===== src/rtl/dep_dispatch_arbiter.sv =====
// Dispatches the fetch stream into per-core FIFOs. An instruction that has a RAW/WAR/WAW hazard
// against an instruction still queued is kept on that core; all other instructions go round-robin.
module dep_dispatch_arbiter #(
    parameter  int DATA_W      = 32,
    parameter  int ADDR_W      = 11,
    parameter  int NUM_CORES   = 2,
    parameter  int QUEUE_DEPTH = 8,
    localparam int CNT_W       = $clog2(QUEUE_DEPTH + 1)
) (
    input  logic                          clk,
    input  logic                          resetn,
    input  logic                          in_valid,
    input  logic [DATA_W-1:0]             in_data,
    output logic                          in_ready,
    output logic [NUM_CORES-1:0]          out_valid,
    output logic [NUM_CORES*DATA_W-1:0]   out_data,
    input  logic [NUM_CORES-1:0]          out_ready,
    output logic [NUM_CORES*CNT_W-1:0]    occupancy,
    output logic [15:0]                   stall_cnt
);
    localparam int PTR_W = $clog2(QUEUE_DEPTH);
    localparam int RR_W  = $clog2(NUM_CORES);
    localparam int KEY_W = ADDR_W + 1;

    function automatic logic [KEY_W-1:0] src_key(input logic [DATA_W-1:0] d);
        return {d[2*ADDR_W+1], d[ADDR_W-1:0]};
    endfunction

    function automatic logic [KEY_W-1:0] dest_key(input logic [DATA_W-1:0] d);
        return {d[2*ADDR_W], d[2*ADDR_W-1:ADDR_W]};
    endfunction

    logic [DATA_W-1:0]    mem_q    [NUM_CORES][QUEUE_DEPTH];
    logic [PTR_W-1:0]     wr_ptr_q [NUM_CORES];
    logic [PTR_W-1:0]     wr_ptr_d [NUM_CORES];
    logic [PTR_W-1:0]     rd_ptr_q [NUM_CORES];
    logic [PTR_W-1:0]     rd_ptr_d [NUM_CORES];
    logic [CNT_W-1:0]     cnt_q    [NUM_CORES];
    logic [CNT_W-1:0]     cnt_d    [NUM_CORES];
    logic [RR_W-1:0]      rr_ptr_q, rr_ptr_d;
    logic [15:0]          stall_cnt_q, stall_cnt_d;

    logic [NUM_CORES-1:0] conflict, full, push, pop;
    logic [RR_W-1:0]      target;
    logic                 steered;
    logic                 accept;
    logic                 operand_free;

    assign operand_free = in_data[2*ADDR_W+1] & in_data[2*ADDR_W];
    assign accept       = in_valid & in_ready;
    assign stall_cnt    = stall_cnt_q;

    // An entry is live when its slot lies within count slots of the read pointer.
    always_comb begin : hazard_check
        logic [PTR_W-1:0] off;
        off      = '0;
        conflict = '0;
        for (int c = 0; c < NUM_CORES; c++) begin
            for (int e = 0; e < QUEUE_DEPTH; e++) begin
                off = PTR_W'(e) - rd_ptr_q[c];
                if (!operand_free && (CNT_W'(off) < cnt_q[c]) &&
                    ((src_key(in_data)  == dest_key(mem_q[c][e])) ||
                     (dest_key(in_data) == src_key(mem_q[c][e]))  ||
                     (dest_key(in_data) == dest_key(mem_q[c][e]))))
                    conflict[c] = 1'b1;
            end
        end
    end

    always_comb begin : select_target
        int              idx;
        logic            any_conf;
        logic            multi_conf;
        logic [RR_W-1:0] conf_idx;
        idx        = 0;
        any_conf   = 1'b0;
        multi_conf = 1'b0;
        conf_idx   = '0;
        target     = '0;
        steered    = 1'b0;
        in_ready   = 1'b0;
        for (int c = 0; c < NUM_CORES; c++) begin
            if (conflict[c]) begin
                multi_conf = multi_conf | any_conf;
                any_conf   = 1'b1;
                conf_idx   = RR_W'(c);
            end
        end
        if (multi_conf) begin
            in_ready = 1'b0;
        end else if (any_conf) begin
            target   = conf_idx;
            steered  = 1'b1;
            in_ready = !full[conf_idx];
        end else begin
            for (int k = 0; k < NUM_CORES; k++) begin
                idx = (int'(rr_ptr_q) + k) % NUM_CORES;
                if (!in_ready && !full[idx]) begin
                    in_ready = 1'b1;
                    target   = RR_W'(idx);
                end
            end
        end
    end

    for (genvar c = 0; c < NUM_CORES; c++) begin : g_queue
        assign out_valid[c]                    = (cnt_q[c] != '0);
        assign full[c]                         = (cnt_q[c] == CNT_W'(QUEUE_DEPTH));
        assign pop[c]                          = out_valid[c] & out_ready[c];
        assign push[c]                         = accept & (target == RR_W'(c));
        assign out_data[c*DATA_W +: DATA_W]    = out_valid[c] ? mem_q[c][rd_ptr_q[c]] : '0;
        assign occupancy[c*CNT_W +: CNT_W]     = cnt_q[c];
    end

    always_comb begin
        for (int c = 0; c < NUM_CORES; c++) begin
            wr_ptr_d[c] = push[c] ? wr_ptr_q[c] + PTR_W'(1) : wr_ptr_q[c];
            rd_ptr_d[c] = pop[c]  ? rd_ptr_q[c] + PTR_W'(1) : rd_ptr_q[c];
            cnt_d[c]    = cnt_q[c] + CNT_W'(push[c]) - CNT_W'(pop[c]);
        end
        rr_ptr_d = rr_ptr_q;
        if (accept && !steered)
            rr_ptr_d = (target == RR_W'(NUM_CORES - 1)) ? '0 : target + RR_W'(1);
        stall_cnt_d = stall_cnt_q;
        if (in_valid && !in_ready && (stall_cnt_q != 16'hFFFF))
            stall_cnt_d = stall_cnt_q + 16'd1;
    end

    always_ff @(posedge clk or negedge resetn) begin
        if (!resetn) begin
            for (int c = 0; c < NUM_CORES; c++) begin
                wr_ptr_q[c] <= '0;
                rd_ptr_q[c] <= '0;
                cnt_q[c]    <= '0;
            end
            rr_ptr_q    <= '0;
            stall_cnt_q <= '0;
        end else begin
            for (int c = 0; c < NUM_CORES; c++) begin
                wr_ptr_q[c] <= wr_ptr_d[c];
                rd_ptr_q[c] <= rd_ptr_d[c];
                cnt_q[c]    <= cnt_d[c];
            end
            rr_ptr_q    <= rr_ptr_d;
            stall_cnt_q <= stall_cnt_d;
        end
    end

    // Storage needs no reset: slots outside the live window are never observed.
    always_ff @(posedge clk) begin
        for (int c = 0; c < NUM_CORES; c++) begin
            if (push[c])
                mem_q[c][wr_ptr_q[c]] <= in_data;
        end
    end

endmodule


===== config.mk =====
export PLATFORM = sky130hd
export DESIGN_NAME = dep_dispatch_arbiter
export DESIGN_NICKNAME = d
export VERILOG_FILES = /design/src/rtl/dep_dispatch_arbiter.sv
export SDC_FILE = /design/constraint.sdc
export NUM_CORES = 1
export LEC_CHECK = 0
export CORE_UTILIZATION = 65
export CTS_BUF_LIST = sky130_fd_sc_hd__clkbuf_4
export DETAILED_ROUTE_END_ITERATION = 16
export GPL_ROUTABILITY_DRIVEN = 0
export GPL_TIMING_DRIVEN = 1
export PLACE_DENSITY_LB_ADDON = 0.12
export REMOVE_ABC_BUFFERS = 1
export SYNTH_ARGS = -nofsm -noshare
export SYNTH_HDL_FRONTEND = slang
export SYNTH_SLANG_ARGS = --single-unit
export TNS_END_PERCENT = 10

===== constraint.sdc =====
create_clock -name clk -period 26.6 [get_ports clk]
set_clock_uncertainty 0.15 [all_clocks]
set_input_delay 5.32 -clock clk [delete_from_list [all_inputs] [get_ports clk]]
set_output_delay 5.32 -clock clk [all_outputs]
set_load 0.05 [all_outputs]

==> report_table.html, run 1 <==
<table>
<tr><th>Metric</th><th>Value</th></tr>
<tr><th colspan="2">Run status</th></tr>
<tr><td>Run status</td><td>completed</td></tr>
<tr><th colspan="2">Floorplanning</th></tr>
<tr><td>Number of primary I/O pins</td><td>128</td></tr>
<tr><td>Horizontal extent of the die</td><td>213 um</td></tr>
<tr><td>Die footprint</td><td>0.0454 mm^2</td></tr>
<tr><td>Number of core rows</td><td>76</td></tr>
<tr><td>Area of the core</td><td>0.0436 mm^2</td></tr>
<tr><td>Effective utilization at floorplan</td><td>66.5%</td></tr>
<tr><td>Height of the die</td><td>213 um</td></tr>
<tr><th colspan="2">STA</th></tr>
<tr><td>Min Tclk post-route</td><td>15720 ps</td></tr>
<tr><td>Max-slew violation count</td><td>0</td></tr>
<tr><td>Transition time at the pin with the least slew margin</td><td>1130 ps</td></tr>
<tr><td>Fmax</td><td>63.6 MHz</td></tr>
<tr><td>Final period util</td><td>59.1%</td></tr>
<tr><td>Sum of negative setup slack</td><td>0 ps</td></tr>
<tr><td>Final Hold Violating Endpoints</td><td>0</td></tr>
<tr><td>Remaining max-slew budget at the tightest pin</td><td>24.7%</td></tr>
<tr><td>Unrepaired setup endpoints after global routing</td><td>false</td></tr>
<tr><td>Setup-failing EPs final</td><td>0</td></tr>
<tr><th colspan="2">Critical path</th></tr>
<tr><td>Endpoint arrival time on the critical path</td><td>10250 ps</td></tr>
<tr><td>Delay of the slowest critical-path stage</td><td>830 ps</td></tr>
<tr><td>Sequence of cells on the critical path</td><td>buf_2, xnor2_1, nand4_1, nor3_1, nor3_1, o22ai_1, or4_1, inv_1, ha_1, nand2_1, a21o_1, nor2_2, or2_2, clkdlybuf4s50_1</td></tr>
<tr><td>Standard cell with the maximum stage delay on the critical path</td><td>buf_2</td></tr>
<tr><td>Most frequent cell on the critical path</td><td>nor3_1</td></tr>
<tr><td>Critical path launch point type</td><td>input pin</td></tr>
<tr><td>Kind of capture point of the worst setup path</td><td>output port</td></tr>
<tr><td>Max Fanout on Critical Path</td><td>32</td></tr>
<tr><td>Critical Path RT</td><td>21130 ps</td></tr>
<tr><td>Critical Setup Path Class</td><td>input pin to output port</td></tr>
<tr><th colspan="2">CTS</th></tr>
<tr><td>Cells resized by post-CTS repair</td><td>0</td></tr>
<tr><td>Clock root buffer</td><td>clkbuf_4</td></tr>
<tr><td>CTS hold repair buffers</td><td>0</td></tr>
<tr><td>Buffers from clock root to sink, at most</td><td>3</td></tr>
<tr><td>Clock transition time at the flip-flop clock pins of the worst setup and hold paths</td><td>60 ps</td></tr>
<tr><td>Worst-Skew Late Latency</td><td>1020 ps</td></tr>
<tr><td>Clock tree from TritonCTS</td><td>built</td></tr>
<tr><td>Post CTS Setup Buffer Count</td><td>0</td></tr>
<tr><td>H-tree levels</td><td>4</td></tr>
<tr><td>TritonCTS Buffers</td><td>141</td></tr>
<tr><td>Clock sinks</td><td>549</td></tr>
<tr><th colspan="2">Finish</th></tr>
<tr><td>Footprint of the flip-flops and latches</td><td>0.0163 mm^2</td></tr>
<tr><td>Total area of multi-input combinational cells</td><td>0.0119 mm^2</td></tr>
<tr><td>Number of nets in the final layout</td><td>2338</td></tr>
<tr><td>Post-route cell area</td><td>0.0324 mm^2</td></tr>
<tr><td>Number of fill cells in the layout</td><td>2911</td></tr>
<tr><td>Final core utilization</td><td>74.4%</td></tr>
<tr><td>Area delta synth-&gt;final</td><td>11.9%</td></tr>
<tr><td>Layout cells sized above 1</td><td>19.0%</td></tr>
<tr><th colspan="2">Yosys</th></tr>
<tr><td>Count of mapped cells out of synthesis</td><td>2079</td></tr>
<tr><td>Sequential area share after synthesis</td><td>56.3%</td></tr>
<tr><td>Fraction of synthesis flops using an asynchronous set or reset pin</td><td>6.74%</td></tr>
<tr><td>Summed instance area of the synthesized netlist</td><td>0.0290 mm^2</td></tr>
<tr><td>Synth Register Bits</td><td>549</td></tr>
<tr><td>Synth warnings</td><td>0</td></tr>
<tr><td>Predominant post-synthesis flop cell</td><td>edfxtp_1</td></tr>
<tr><td>Number of distinct library cells after synthesis</td><td>55</td></tr>
<tr><td>Number of synthesized flops with an enable pin</td><td>512</td></tr>
<tr><td>Synthesized area per cell</td><td>13.9 um^2</td></tr>
<tr><th colspan="2">Detailed routing</th></tr>
<tr><td>Routed length on met2</td><td>35900 um</td></tr>
<tr><td>DRC marker count from the first detailed-route iteration</td><td>2173</td></tr>
<tr><td>Final WL</td><td>78500 um</td></tr>
<tr><td>Detail Route met3 WL</td><td>9290 um</td></tr>
<tr><td>Number of remaining DRC errors</td><td>0</td></tr>
<tr><td>Routed wire length per instance</td><td>26.7 um</td></tr>
<tr><td>Highest metal used</td><td>met5</td></tr>
<tr><td>Met1 Wirelength</td><td>30100 um</td></tr>
<tr><td>Iteration count of the initial detailed-routing pass</td><td>7</td></tr>
<tr><td>Routed via count divided by cell count</td><td>6.52</td></tr>
<tr><td>Number of vias in the routed layout</td><td>19200</td></tr>
<tr><td>DRT antenna net count</td><td>0</td></tr>
<tr><th colspan="2">Power</th></tr>
<tr><td>Total internal power</td><td>2.01 mW</td></tr>
<tr><td>Static leakage</td><td>10.6 nW</td></tr>
<tr><td>Share of total power consumed by net switching</td><td>40.5%</td></tr>
<tr><td>Largest vdd supply drop</td><td>0.106 mV</td></tr>
<tr><td>Clock network fraction of total power</td><td>21.8%</td></tr>
<tr><td>Overall Power</td><td>3.38 mW</td></tr>
<tr><td>Sequential power share</td><td>34.0%</td></tr>
<tr><td>Comb pwr share</td><td>44.2%</td></tr>
<tr><td>Net switching power</td><td>1.37 mW</td></tr>
<tr><td>P per Cell Area</td><td>104 mW/mm^2</td></tr>
<tr><th colspan="2">GRT</th></tr>
<tr><td>Wire length of the first global-routing pass</td><td>117000 um</td></tr>
<tr><td>Via count of the first global-routing pass</td><td>19500</td></tr>
<tr><td>Aggregate global routing overflow</td><td>0</td></tr>
<tr><td>All-Layer GR Usage</td><td>36.0%</td></tr>
<tr><td>Antenna violations before repair</td><td>3</td></tr>
<tr><td>Largest net degree at the start of global routing</td><td>71</td></tr>
<tr><th colspan="2">Placement</th></tr>
<tr><td>Port Buf Inserts</td><td>127</td></tr>
<tr><td>Dpl hpwl</td><td>47200 um</td></tr>
<tr><td>Cell area reported after detailed placement</td><td>0.0306 mm^2</td></tr>
<tr><th colspan="2">Hold path</th></tr>
<tr><td>Worst Hold Class</td><td>register to register</td></tr>
<tr><th colspan="2">Job</th></tr>
<tr><td>Max-Cap Viols</td><td>0</td></tr>
</table>
[Yosys cell counts (38+ instances only)]
library cell | count | area share (%)
nand2_1 | 151 | 2.0
nand4_1 | 131 | 2.8
a21oi_1 | 79 | 1.4
edfxtp_1 | 512 | 53
inv_1 | 41 | 0.53
buf_1 | 38 | 0.49
mux4_2 | 128 | 10
ha_1 | 45 | 1.9
xnor2_1 | 508 | 15
nor3_1 | 63 | 1.1
buf_2 | 47 | 0.81
xor2_1 | 101 | 3.1
[power groups by stage]
stage	Combinational [mW]	Sequential [mW]	Clock [mW]
after detailed placement	1.49	1.17	0
after floorplan	0.944	1.23	0
after global placement	1.47	1.16	0
after global routing	1.58	1.16	0.785
final	1.49	1.15	0.736
after CTS	1.49	1.15	0.746
[cell families (layout without fill, tap and decap cells)]
group | after synthesis | after routing | share of synthesized area, %
AOI/OAI and AO/OA | 131 | 131 | 2.59
xor gates and xnor gates | 609 | 609 | 18.4
adders and majority gates | 47 | 47 | 2.08
buffers and inverters | 180 | 450 | 2.80
DFF | 549 | 549 | 56.3
muxes | 132 | 132 | 10.1
other | 0 | 6 | 0
and+or+nand+nor | 431 | 431 | 7.72
[cells in the final DEF, fill, tap and decap left out, types with 42 or more instances in the layout]
cell	netlist	routed
nand4_1	131	131
buf_4	14	42
a21oi_1	79	79
xnor2_1	508	508
xor2_1	101	101
mux4_2	128	128
nor3_1	63	59
edfxtp_1	512	512
clkbuf_4	0	209
ha_1	45	45
clkdlybuf4s50_1	0	102
nand2_1	151	151
[stage by stage]
stage / instances / hold slack (ps) / setup slack (ps)
after CTS: 2934 / 339 / 10990
after global routing: 2936 / 360 / 10640
final: 2940 / 335 / 10880
after detailed placement: 2696 / 332 / 11000
after global placement: 2696 / 328 / 11120
after floorplan: 1942 / 347 / 12900
[worst paths after layout]
| kind | from | endpoint | slack (ps) | cells past startpoint |
|---|---|---|---|---|
| setup / recovery | in_data[9] | in_ready | 10880 | 14 |
| hold / removal | stall_cnt[8]$_DFFE_PN0P_ | stall_cnt[8]$_DFFE_PN0P_ | 340 | 1 |
| setup reg to reg | rd_ptr_q[2]$_DFFE_PN0P_ | mem_q[0][305]$_DFFE_PP_ | 19960 | 18 |
| hold reg to reg | stall_cnt[8]$_DFFE_PN0P_ | stall_cnt[8]$_DFFE_PN0P_ | 340 | 1 |
| max in group asynchronous | resetn | rd_ptr_q[3]$_DFFE_PN0P_ | 21390 | 1 |
| min in group asynchronous | resetn | stall_cnt[4]$_DFFE_PN0P_ | 4270 | 1 |
[worst max-delay path, delay by kind of cell]
kind                       cells  cell delay (ps)
and+or+nand+nor                7             2210
buffers and inverters          3             1800
AOI/OAI and AO/OA              2              360
adders and majority gates      1              310
xor gates and xnor gates       1              220
[layer usage]
metal	track usage, %	vias up
met1	49.4	9522
met5	0	-
met2	54.0	1276
li1	-	8131
met4	15.8	2
met3	10.1	242
[cell type report]
class / count / area share [%]
Multi-Input combinational cell: 1350 / 36.8
Timing Repair Buffer: 169 / 4.51
Tap cell: 585 / 2.26
Antenna cell: 6 / 0.0463
Clock buffer: 209 / 4.84
Sequential cell: 549 / 50.3
Inverter: 43 / 0.498
Clock inverter: 29 / 0.695
[state kept, by name (all words and copies together), names as in the netlist]
name and flops:
wr_ptr_q 6, mem_q 512, stall_cnt 16, rd_ptr_q 6
rr_ptr_q 1, occupancy 8
Power figures use the tool's default switching activity.
==> run 2, diff against run 1 <==
--- a/config.mk
+++ b/config.mk
@@ -5,7 +5,7 @@
 export SDC_FILE = /design/constraint.sdc
 export NUM_CORES = 1
 export LEC_CHECK = 0
-export CORE_UTILIZATION = 65
+export CORE_UTILIZATION = 57
 export CTS_BUF_LIST = sky130_fd_sc_hd__clkbuf_4
 export DETAILED_ROUTE_END_ITERATION = 16
 export GPL_ROUTABILITY_DRIVEN = 0
==> constraint.sdc (replaced) <==
create_clock -name clk -period 13.4 [get_ports clk]
set_clock_uncertainty 0.15 [all_clocks]
set_input_delay 2.68 -clock clk [delete_from_list [all_inputs] [get_ports clk]]
set_output_delay 2.68 -clock clk [all_outputs]
set_load 0.05 [all_outputs]
==> run 2 against run 1 <==
Compared with the run above:
- via count down 1.8%
- clock power up 110%
- sequential power up 100%
- largest cell class unchanged
- sequential share of layout area down 0.39 points
- non-clock buffer count down 1
- highest routed layer is now met4
- critical endpoint unchanged
- sequential cell count unchanged
- combinational power up 99%
- critical path depth up 1
- routed wire length up 2.6%
==> report_table.html, run 2 (same netlist as run 1, synthesis figures left out) <==
<table>
<tr><th>Metric</th><th>Value</th></tr>
<tr><th colspan="2">CTS</th></tr>
<tr><td>TritonCTS Buffers</td><td>147</td></tr>
<tr><td>Buffers from clock root to sink, at most</td><td>3</td></tr>
<tr><td>Clock transition time at the flip-flop clock pins of the worst setup and hold paths</td><td>60 ps</td></tr>
<tr><td>Clock sinks</td><td>549</td></tr>
<tr><td>H-tree levels</td><td>4</td></tr>
<tr><td>CTS hold repair buffers</td><td>0</td></tr>
<tr><td>Post CTS Setup Buffer Count</td><td>0</td></tr>
<tr><td>Worst-Skew Late Latency</td><td>1020 ps</td></tr>
<tr><td>Clock tree from TritonCTS</td><td>built</td></tr>
<tr><td>Clock root buffer</td><td>clkbuf_4</td></tr>
<tr><td>Cells resized by post-CTS repair</td><td>0</td></tr>
<tr><th colspan="2">Hold path</th></tr>
<tr><td>Worst hold start</td><td>stall_cnt[8]$_DFFE_PN0P_</td></tr>
<tr><td>Worst Hold Class</td><td>register to register</td></tr>
<tr><th colspan="2">Critical path</th></tr>
<tr><td>Sequence of cells on the critical path</td><td>buf_2, buf_4, xnor2_1, nand4_1, nor3_1, nor3_1, o22ai_1, or4_1, inv_1, ha_1, nand2_1, a21o_1, nor2_2, or2_2, clkdlybuf4s50_1</td></tr>
<tr><td>Critical Setup Path Class</td><td>input pin to output port</td></tr>
<tr><td>Max Fanout on Critical Path</td><td>27</td></tr>
<tr><td>Critical Path RT</td><td>10570 ps</td></tr>
<tr><td>Standard cell with the maximum stage delay on the critical path</td><td>clkdlybuf4s50_1</td></tr>
<tr><td>Buffers and inverters on the worst path</td><td>4</td></tr>
<tr><td>Kind of capture point of the worst setup path</td><td>output port</td></tr>
<tr><td>Top delay family on crit path</td><td>simple AND/OR/NAND/NOR gates</td></tr>
<tr><td>Delay of the slowest critical-path stage</td><td>800 ps</td></tr>
<tr><td>Most frequent cell on the critical path</td><td>nor3_1</td></tr>
<tr><td>Worst r2r src</td><td>rd_ptr_q[2]$_DFFE_PN0P_</td></tr>
<tr><td>Endpoint arrival time on the critical path</td><td>7890 ps</td></tr>
<tr><td>Critical path launch point type</td><td>input pin</td></tr>
<tr><td>Worst setup path startpoint</td><td>in_data[20]</td></tr>
<tr><th colspan="2">Floorplanning</th></tr>
<tr><td>Height of the die</td><td>227 um</td></tr>
<tr><td>Die footprint</td><td>0.0517 mm^2</td></tr>
<tr><td>Number of core rows</td><td>82</td></tr>
<tr><td>Effective utilization at floorplan</td><td>57.7%</td></tr>
<tr><td>Area of the core</td><td>0.0502 mm^2</td></tr>
<tr><td>Number of primary I/O pins</td><td>128</td></tr>
<tr><td>Horizontal extent of the die</td><td>227 um</td></tr>
<tr><th colspan="2">STA</th></tr>
<tr><td>Final Hold Violating Endpoints</td><td>0</td></tr>
<tr><td>Remaining max-slew budget at the tightest pin</td><td>22.0%</td></tr>
<tr><td>Minimum hold slack</td><td>340 ps</td></tr>
<tr><td>Final period util</td><td>80.0%</td></tr>
<tr><td>Transition time at the pin with the least slew margin</td><td>1170 ps</td></tr>
<tr><td>Min Tclk post-route</td><td>10720 ps</td></tr>
<tr><td>Fmax</td><td>93.3 MHz</td></tr>
<tr><td>Unrepaired setup endpoints after global routing</td><td>false</td></tr>
<tr><td>Max-slew violation count</td><td>0</td></tr>
<tr><td>Setup-failing EPs final</td><td>0</td></tr>
<tr><td>Sum of negative setup slack</td><td>0 ps</td></tr>
<tr><th colspan="2">Power</th></tr>
<tr><td>Share of total power consumed by net switching</td><td>40.4%</td></tr>
<tr><td>Sequential power share</td><td>33.8%</td></tr>
<tr><td>Total internal power</td><td>4.08 mW</td></tr>
<tr><td>Clock network fraction of total power</td><td>22.9%</td></tr>
<tr><td>Static leakage</td><td>10.7 nW</td></tr>
<tr><td>Net switching power</td><td>2.76 mW</td></tr>
<tr><td>P per Cell Area</td><td>209 mW/mm^2</td></tr>
<tr><td>Comb pwr share</td><td>43.3%</td></tr>
<tr><td>Largest vdd supply drop</td><td>0.245 mV</td></tr>
<tr><th colspan="2">Finish</th></tr>
<tr><td>Layout cells sized above 1</td><td>19.3%</td></tr>
<tr><td>Highest-count cells in the layout ignoring fill and taps</td><td>edfxtp_1 (512), xnor2_1 (508), clkbuf_4 (218)</td></tr>
<tr><td>Number of nets in the final layout</td><td>2343</td></tr>
<tr><td>Largest register FFs</td><td>512</td></tr>
<tr><td>Area delta synth-&gt;final</td><td>12.8%</td></tr>
<tr><td>Most common cell after layout, fill and taps aside</td><td>edfxtp_1</td></tr>
<tr><td>Final non-filler cell total</td><td>3039</td></tr>
<tr><th colspan="2">Run status</th></tr>
<tr><td>Run status</td><td>completed</td></tr>
<tr><th colspan="2">GRT</th></tr>
<tr><td>Largest net degree at the start of global routing</td><td>65</td></tr>
<tr><td>Aggregate global routing overflow</td><td>0</td></tr>
<tr><td>All-Layer GR Usage</td><td>32.2%</td></tr>
<tr><td>Antenna violations before repair</td><td>2</td></tr>
<tr><td>Via count of the first global-routing pass</td><td>19200</td></tr>
<tr><td>Wire length of the first global-routing pass</td><td>120000 um</td></tr>
<tr><th colspan="2">Detailed routing</th></tr>
<tr><td>DRT antenna net count</td><td>0</td></tr>
<tr><td>DRC marker count from the first detailed-route iteration</td><td>2165</td></tr>
<tr><td>Number of vias in the routed layout</td><td>18800</td></tr>
<tr><td>Iteration count of the initial detailed-routing pass</td><td>5</td></tr>
<tr><td>Routed via count divided by cell count</td><td>6.20</td></tr>
<tr><td>Routed wire length per instance</td><td>26.5 um</td></tr>
<tr><td>Final WL</td><td>80500 um</td></tr>
<tr><td>Number of remaining DRC errors</td><td>0</td></tr>
<tr><th colspan="2">Placement</th></tr>
<tr><td>Dpl hpwl</td><td>49700 um</td></tr>
<tr><td>Placed Instances</td><td>2782</td></tr>
<tr><td>Port Buf Inserts</td><td>127</td></tr>
<tr><th colspan="2">Job</th></tr>
<tr><td>Max-Cap Viols</td><td>0</td></tr>
</table>
run 2: changes by cell type in the layout (fill, tap and decap cells not counted), sizes merged:
cell and delta:
clkinv +5, clkinvlp +1, bufinv +3, clkbuf +9
diode -5, buf -1
run 2: power by group through the flow:
stage / logic (mW) / registers, mW / clock network [mW]
after CTS: 2.97 / 2.31 / 1.60
after detailed placement: 2.95 / 2.34 / 0
final: 2.96 / 2.31 / 1.57
after global placement: 2.93 / 2.33 / 0
after global routing: 3.15 / 2.33 / 1.68
after floorplan: 1.87 / 2.45 / 0
run 2: worst paths after layout:
path | endpoint | slack (ps) | cells past startpoint
hold reg to reg | stall_cnt[8]$_DFFE_PN0P_ | 340 | 1
hold / removal | stall_cnt[8]$_DFFE_PN0P_ | 340 | 1
min in group asynchronous | occupancy[5]$_DFF_PN0_ | 1620 | 1
setup / recovery | in_ready | 2680 | 15
setup reg to reg | occupancy[2]$_DFF_PN0_ | 6790 | 24
max in group asynchronous | rd_ptr_q[3]$_DFFE_PN0P_ | 10830 | 1
run 2: metrics by stage:
stage	worst slack [ps]	area, um^2	power [mW]	util [%]
2_1_floorplan	3480	28300	4.32	-
3_3_place_gp	2970	30700	5.27	61.2
3_5_place_dp	2760	30700	5.30	61.2
4_1_cts	2760	32700	6.87	65.1
5_1_grt	2430	32700	7.16	65.1
6_report	2680	32700	6.84	65.1
run 2: cell type report:
class | count | area, um^2
flip-flops and latches | 549 | 16300
clock buffers | 218 | 1640
repair buffers | 168 | 1450
diodes | 1 | 2.50
clock inverters | 38 | 323
multi-input cells | 1350 | 11900
fillers | 3707 | 17500
well taps | 672 | 841
inverters | 43 | 161
run 2: worst register-to-register path, delay by kind of cell (launching register included):
family	cells	cell delay [ps]
compound gates	4	750
xor+xnor	2	480
fa+ha+maj	5	1520
buf+inv	6	1520
flops	1	590
mux	1	170
simple gates	6	1320
run 2: routing by layer:
layer | up-vias | global-route usage, % | wire length (um)
met3 | 184 | 7.61 | 7840
li1 | 8127 | - | -
met4 | 0 | 14.5 | 2840
met2 | 1112 | 48.5 | 37000
met1 | 9409 | 44.6 | 32800
met5 | - | 0 | 0
==> run 3, diff against run 2 <==
--- a/config.mk
+++ b/config.mk
@@ -5,7 +5,7 @@
 export SDC_FILE = /design/constraint.sdc
 export NUM_CORES = 1
 export LEC_CHECK = 0
-export CORE_UTILIZATION = 57
+export CORE_UTILIZATION = 63
 export CTS_BUF_LIST = sky130_fd_sc_hd__clkbuf_4
 export DETAILED_ROUTE_END_ITERATION = 16
 export GPL_ROUTABILITY_DRIVEN = 0
==> constraint.sdc (replaced) <==
create_clock -name clk -period 10.4 [get_ports clk]
set_clock_uncertainty 0.15 [all_clocks]
set_input_delay 2.08 -clock clk [delete_from_list [all_inputs] [get_ports clk]]
set_output_delay 2.08 -clock clk [all_outputs]
set_load 0.05 [all_outputs]
==> run 3 against run 2 <==
Compared with the run above:
- routed wire length grew 2.7%
- critical path depth increased by 4
- sequential cell count unchanged
- die area is 9.4% lower
- setup slack worse by 1800 ps
- largest cell class unchanged
==> report_table.html, run 3 (same netlist as run 1, synthesis figures left out) <==
<table>
<tr><th>Metric</th><th>Value</th></tr>
<tr><th colspan="2">CTS</th></tr>
<tr><td>H-tree levels</td><td>4</td></tr>
<tr><td>Buffers from clock root to sink, at most</td><td>3</td></tr>
<tr><td>Clock sinks</td><td>549</td></tr>
<tr><td>Cells resized by post-CTS repair</td><td>0</td></tr>
<tr><td>CTS hold repair buffers</td><td>0</td></tr>
<tr><td>Clock root buffer</td><td>clkbuf_4</td></tr>
<tr><td>Post CTS Setup Buffer Count</td><td>0</td></tr>
<tr><td>Worst-Skew Late Latency</td><td>980 ps</td></tr>
<tr><td>TritonCTS Buffers</td><td>142</td></tr>
<tr><td>Clock transition time at the flip-flop clock pins of the worst setup and hold paths</td><td>80 ps</td></tr>
<tr><td>Clock tree from TritonCTS</td><td>built</td></tr>
<tr><th colspan="2">Job</th></tr>
<tr><td>Max-Cap Viols</td><td>0</td></tr>
<tr><th colspan="2">GRT</th></tr>
<tr><td>Wire length of the first global-routing pass</td><td>123000 um</td></tr>
<tr><td>Aggregate global routing overflow</td><td>0</td></tr>
<tr><td>All-Layer GR Usage</td><td>36.1%</td></tr>
<tr><td>Via count of the first global-routing pass</td><td>19600</td></tr>
<tr><td>Largest net degree at the start of global routing</td><td>56</td></tr>
<tr><td>Antenna violations before repair</td><td>2</td></tr>
<tr><th colspan="2">Detailed routing</th></tr>
<tr><td>Number of remaining DRC errors</td><td>0</td></tr>
<tr><td>Number of vias in the routed layout</td><td>19200</td></tr>
<tr><td>Routed via count divided by cell count</td><td>6.46</td></tr>
<tr><td>DRC marker count from the first detailed-route iteration</td><td>2445</td></tr>
<tr><td>DRT antenna net count</td><td>0</td></tr>
<tr><td>Final WL</td><td>82600 um</td></tr>
<tr><td>Routed wire length per instance</td><td>27.8 um</td></tr>
<tr><td>Iteration count of the initial detailed-routing pass</td><td>6</td></tr>
<tr><th colspan="2">Critical path</th></tr>
<tr><td>Worst setup path startpoint</td><td>rd_ptr_q[1]$_DFFE_PN0P_</td></tr>
<tr><td>Worst r2r src</td><td>rd_ptr_q[1]$_DFFE_PN0P_</td></tr>
<tr><td>Critical path launch point type</td><td>register</td></tr>
<tr><td>Critical Setup Path Class</td><td>register to output port</td></tr>
<tr><td>Endpoint arrival time on the critical path</td><td>7260 ps</td></tr>
<tr><td>CP Capture Point</td><td>in_ready</td></tr>
<tr><td>Max Fanout on Critical Path</td><td>36</td></tr>
<tr><td>Kind of capture point of the worst setup path</td><td>output port</td></tr>
<tr><td>Cells on worst reg2reg path</td><td>26</td></tr>
<tr><td>Worst flop-to-flop path endpoint</td><td>occupancy[2]$_DFF_PN0_</td></tr>
<tr><td>Critical Path RT</td><td>8170 ps</td></tr>
<tr><td>FF-to-FF setup slack</td><td>3450 ps</td></tr>
<tr><th colspan="2">Floorplanning</th></tr>
<tr><td>Horizontal extent of the die</td><td>216 um</td></tr>
<tr><td>Effective utilization at floorplan</td><td>63.8%</td></tr>
<tr><td>Height of the die</td><td>216 um</td></tr>
<tr><td>Number of core rows</td><td>78</td></tr>
<tr><td>Area of the core</td><td>0.0454 mm^2</td></tr>
<tr><td>Die footprint</td><td>0.0468 mm^2</td></tr>
<tr><td>Number of primary I/O pins</td><td>128</td></tr>
<tr><th colspan="2">Power</th></tr>
<tr><td>Largest vdd supply drop</td><td>0.279 mV</td></tr>
<tr><td>Static leakage</td><td>10.7 nW</td></tr>
<tr><td>P per Cell Area</td><td>268 mW/mm^2</td></tr>
<tr><td>Overall Power</td><td>8.72 mW</td></tr>
<tr><th colspan="2">STA</th></tr>
<tr><td>Minimum hold slack</td><td>341 ps</td></tr>
<tr><td>Max-slew violation count</td><td>0</td></tr>
<tr><td>Remaining max-slew budget at the tightest pin</td><td>26.8%</td></tr>
<tr><td>Final period util</td><td>91.3%</td></tr>
<tr><td>Sum of negative setup slack</td><td>0 ps</td></tr>
<tr><td>Transition time at the pin with the least slew margin</td><td>1100 ps</td></tr>
<tr><td>Unrepaired setup endpoints after global routing</td><td>false</td></tr>
<tr><td>Fmax</td><td>105 MHz</td></tr>
<tr><td>Final Hold Violating Endpoints</td><td>0</td></tr>
<tr><td>Min Tclk post-route</td><td>9490 ps</td></tr>
<tr><td>Setup-failing EPs final</td><td>0</td></tr>
<tr><td>Worst Slack Setup Final</td><td>910 ps</td></tr>
<tr><th colspan="2">Placement</th></tr>
<tr><td>Port Buf Inserts</td><td>127</td></tr>
<tr><td>Minimum setup slack after placement</td><td>1210 ps</td></tr>
<tr><td>Dpl hpwl</td><td>53000 um</td></tr>
<tr><th colspan="2">Finish</th></tr>
<tr><td>Most common cell after layout, fill and taps aside</td><td>edfxtp_1</td></tr>
<tr><td>Highest-count cells in the layout ignoring fill and taps</td><td>edfxtp_1 (512), xnor2_1 (508), clkbuf_4 (198)</td></tr>
<tr><td>Largest register FFs</td><td>512</td></tr>
<tr><td>Number of nets in the final layout</td><td>2355</td></tr>
<tr><td>Area delta synth-&gt;final</td><td>12.4%</td></tr>
<tr><td>Layout cells sized above 1</td><td>19.3%</td></tr>
<tr><th colspan="2">Run status</th></tr>
<tr><td>Run status</td><td>completed</td></tr>
<tr><th colspan="2">Hold path</th></tr>
<tr><td>Worst hold start</td><td>stall_cnt[14]$_DFFE_PN0P_</td></tr>
<tr><td>Worst Hold Class</td><td>register to register</td></tr>
</table>
run 3: changes by cell type in the layout (fill, tap and decap cells not counted), sizes merged:
cell and change:
clkinv +14, inv +3, clkbuf -20, buf +17, bufinv -2, clkinvlp -2
run 3: layout make-up:
cell class | count | area, um^2
clock inverter | 51 | 314
clock buffer | 198 | 1490
fill | 3040 | 12800
timing repair buffer | 185 | 1580
antenna | 1 | 2.50
inverter | 43 | 161
sequential | 549 | 16300
tap | 600 | 751
multi-input combinational | 1350 | 11900
run 3: worst min-delay path by stage:
stage / cells after the start / end / slack (ps)
3_3_place_gp: 1 / stall_cnt[8]$_DFFE_PN0P_ / 320
3_5_place_dp: 1 / stall_cnt[6]$_DFFE_PN0P_ / 340
5_1_grt: 1 / stall_cnt[11]$_DFFE_PN0P_ / 370
6_report: 1 / stall_cnt[14]$_DFFE_PN0P_ / 340
4_1_cts: 1 / stall_cnt[6]$_DFFE_PN0P_ / 340
2_1_floorplan: 1 / rr_ptr_q$_DFFE_PN0P_ / 350
run 3: worst max-delay path, cell delays in order, from the launching register on:
cell and delay (ps):
dfrtp_1 320, buf_4 440, clkinv_1 660, ha_1 440, xor2_1 250, inv_1 80
ha_1 270, nor2_1 40, o21ai_0 120, o21ai_0 140, a22oi_1 210, nand4_1 110
or4_1 740, inv_1 180, ha_1 300, nand2_1 120, a21o_1 240, nor2_2 550
or2_2 220, clkdlybuf4s50_1 790
run 3: report_power, final:
part	leakage [nW]	switching [mW]	internal (mW)
combinational	4.54	2.37	1.45
clock	1.07	0.901	0.981
sequential	5.08	0.314	2.70
total	10.7	3.59	5.13
run 3: metrics by stage:
stage | util [%] | cells | cell area, um^2
2_1_floorplan | - | 1942 | 28300
3_3_place_gp | 67.7 | 2727 | 30700
3_5_place_dp | 67.7 | 2727 | 30700
4_1_cts | 71.7 | 2976 | 32500
5_1_grt | 71.7 | 2977 | 32500
6_report | 71.7 | 2977 | 32500
run 3: routing by layer:
layer	track usage [%]	routed length, um	vias up	part of all wire (%)
met5	0	13	-	0.016
met4	17.8	3570	2	4.3
met3	9.01	9600	217	12
met2	54.1	37800	1337	46
met1	49.7	31600	9522	38
li1	-	-	8157	-
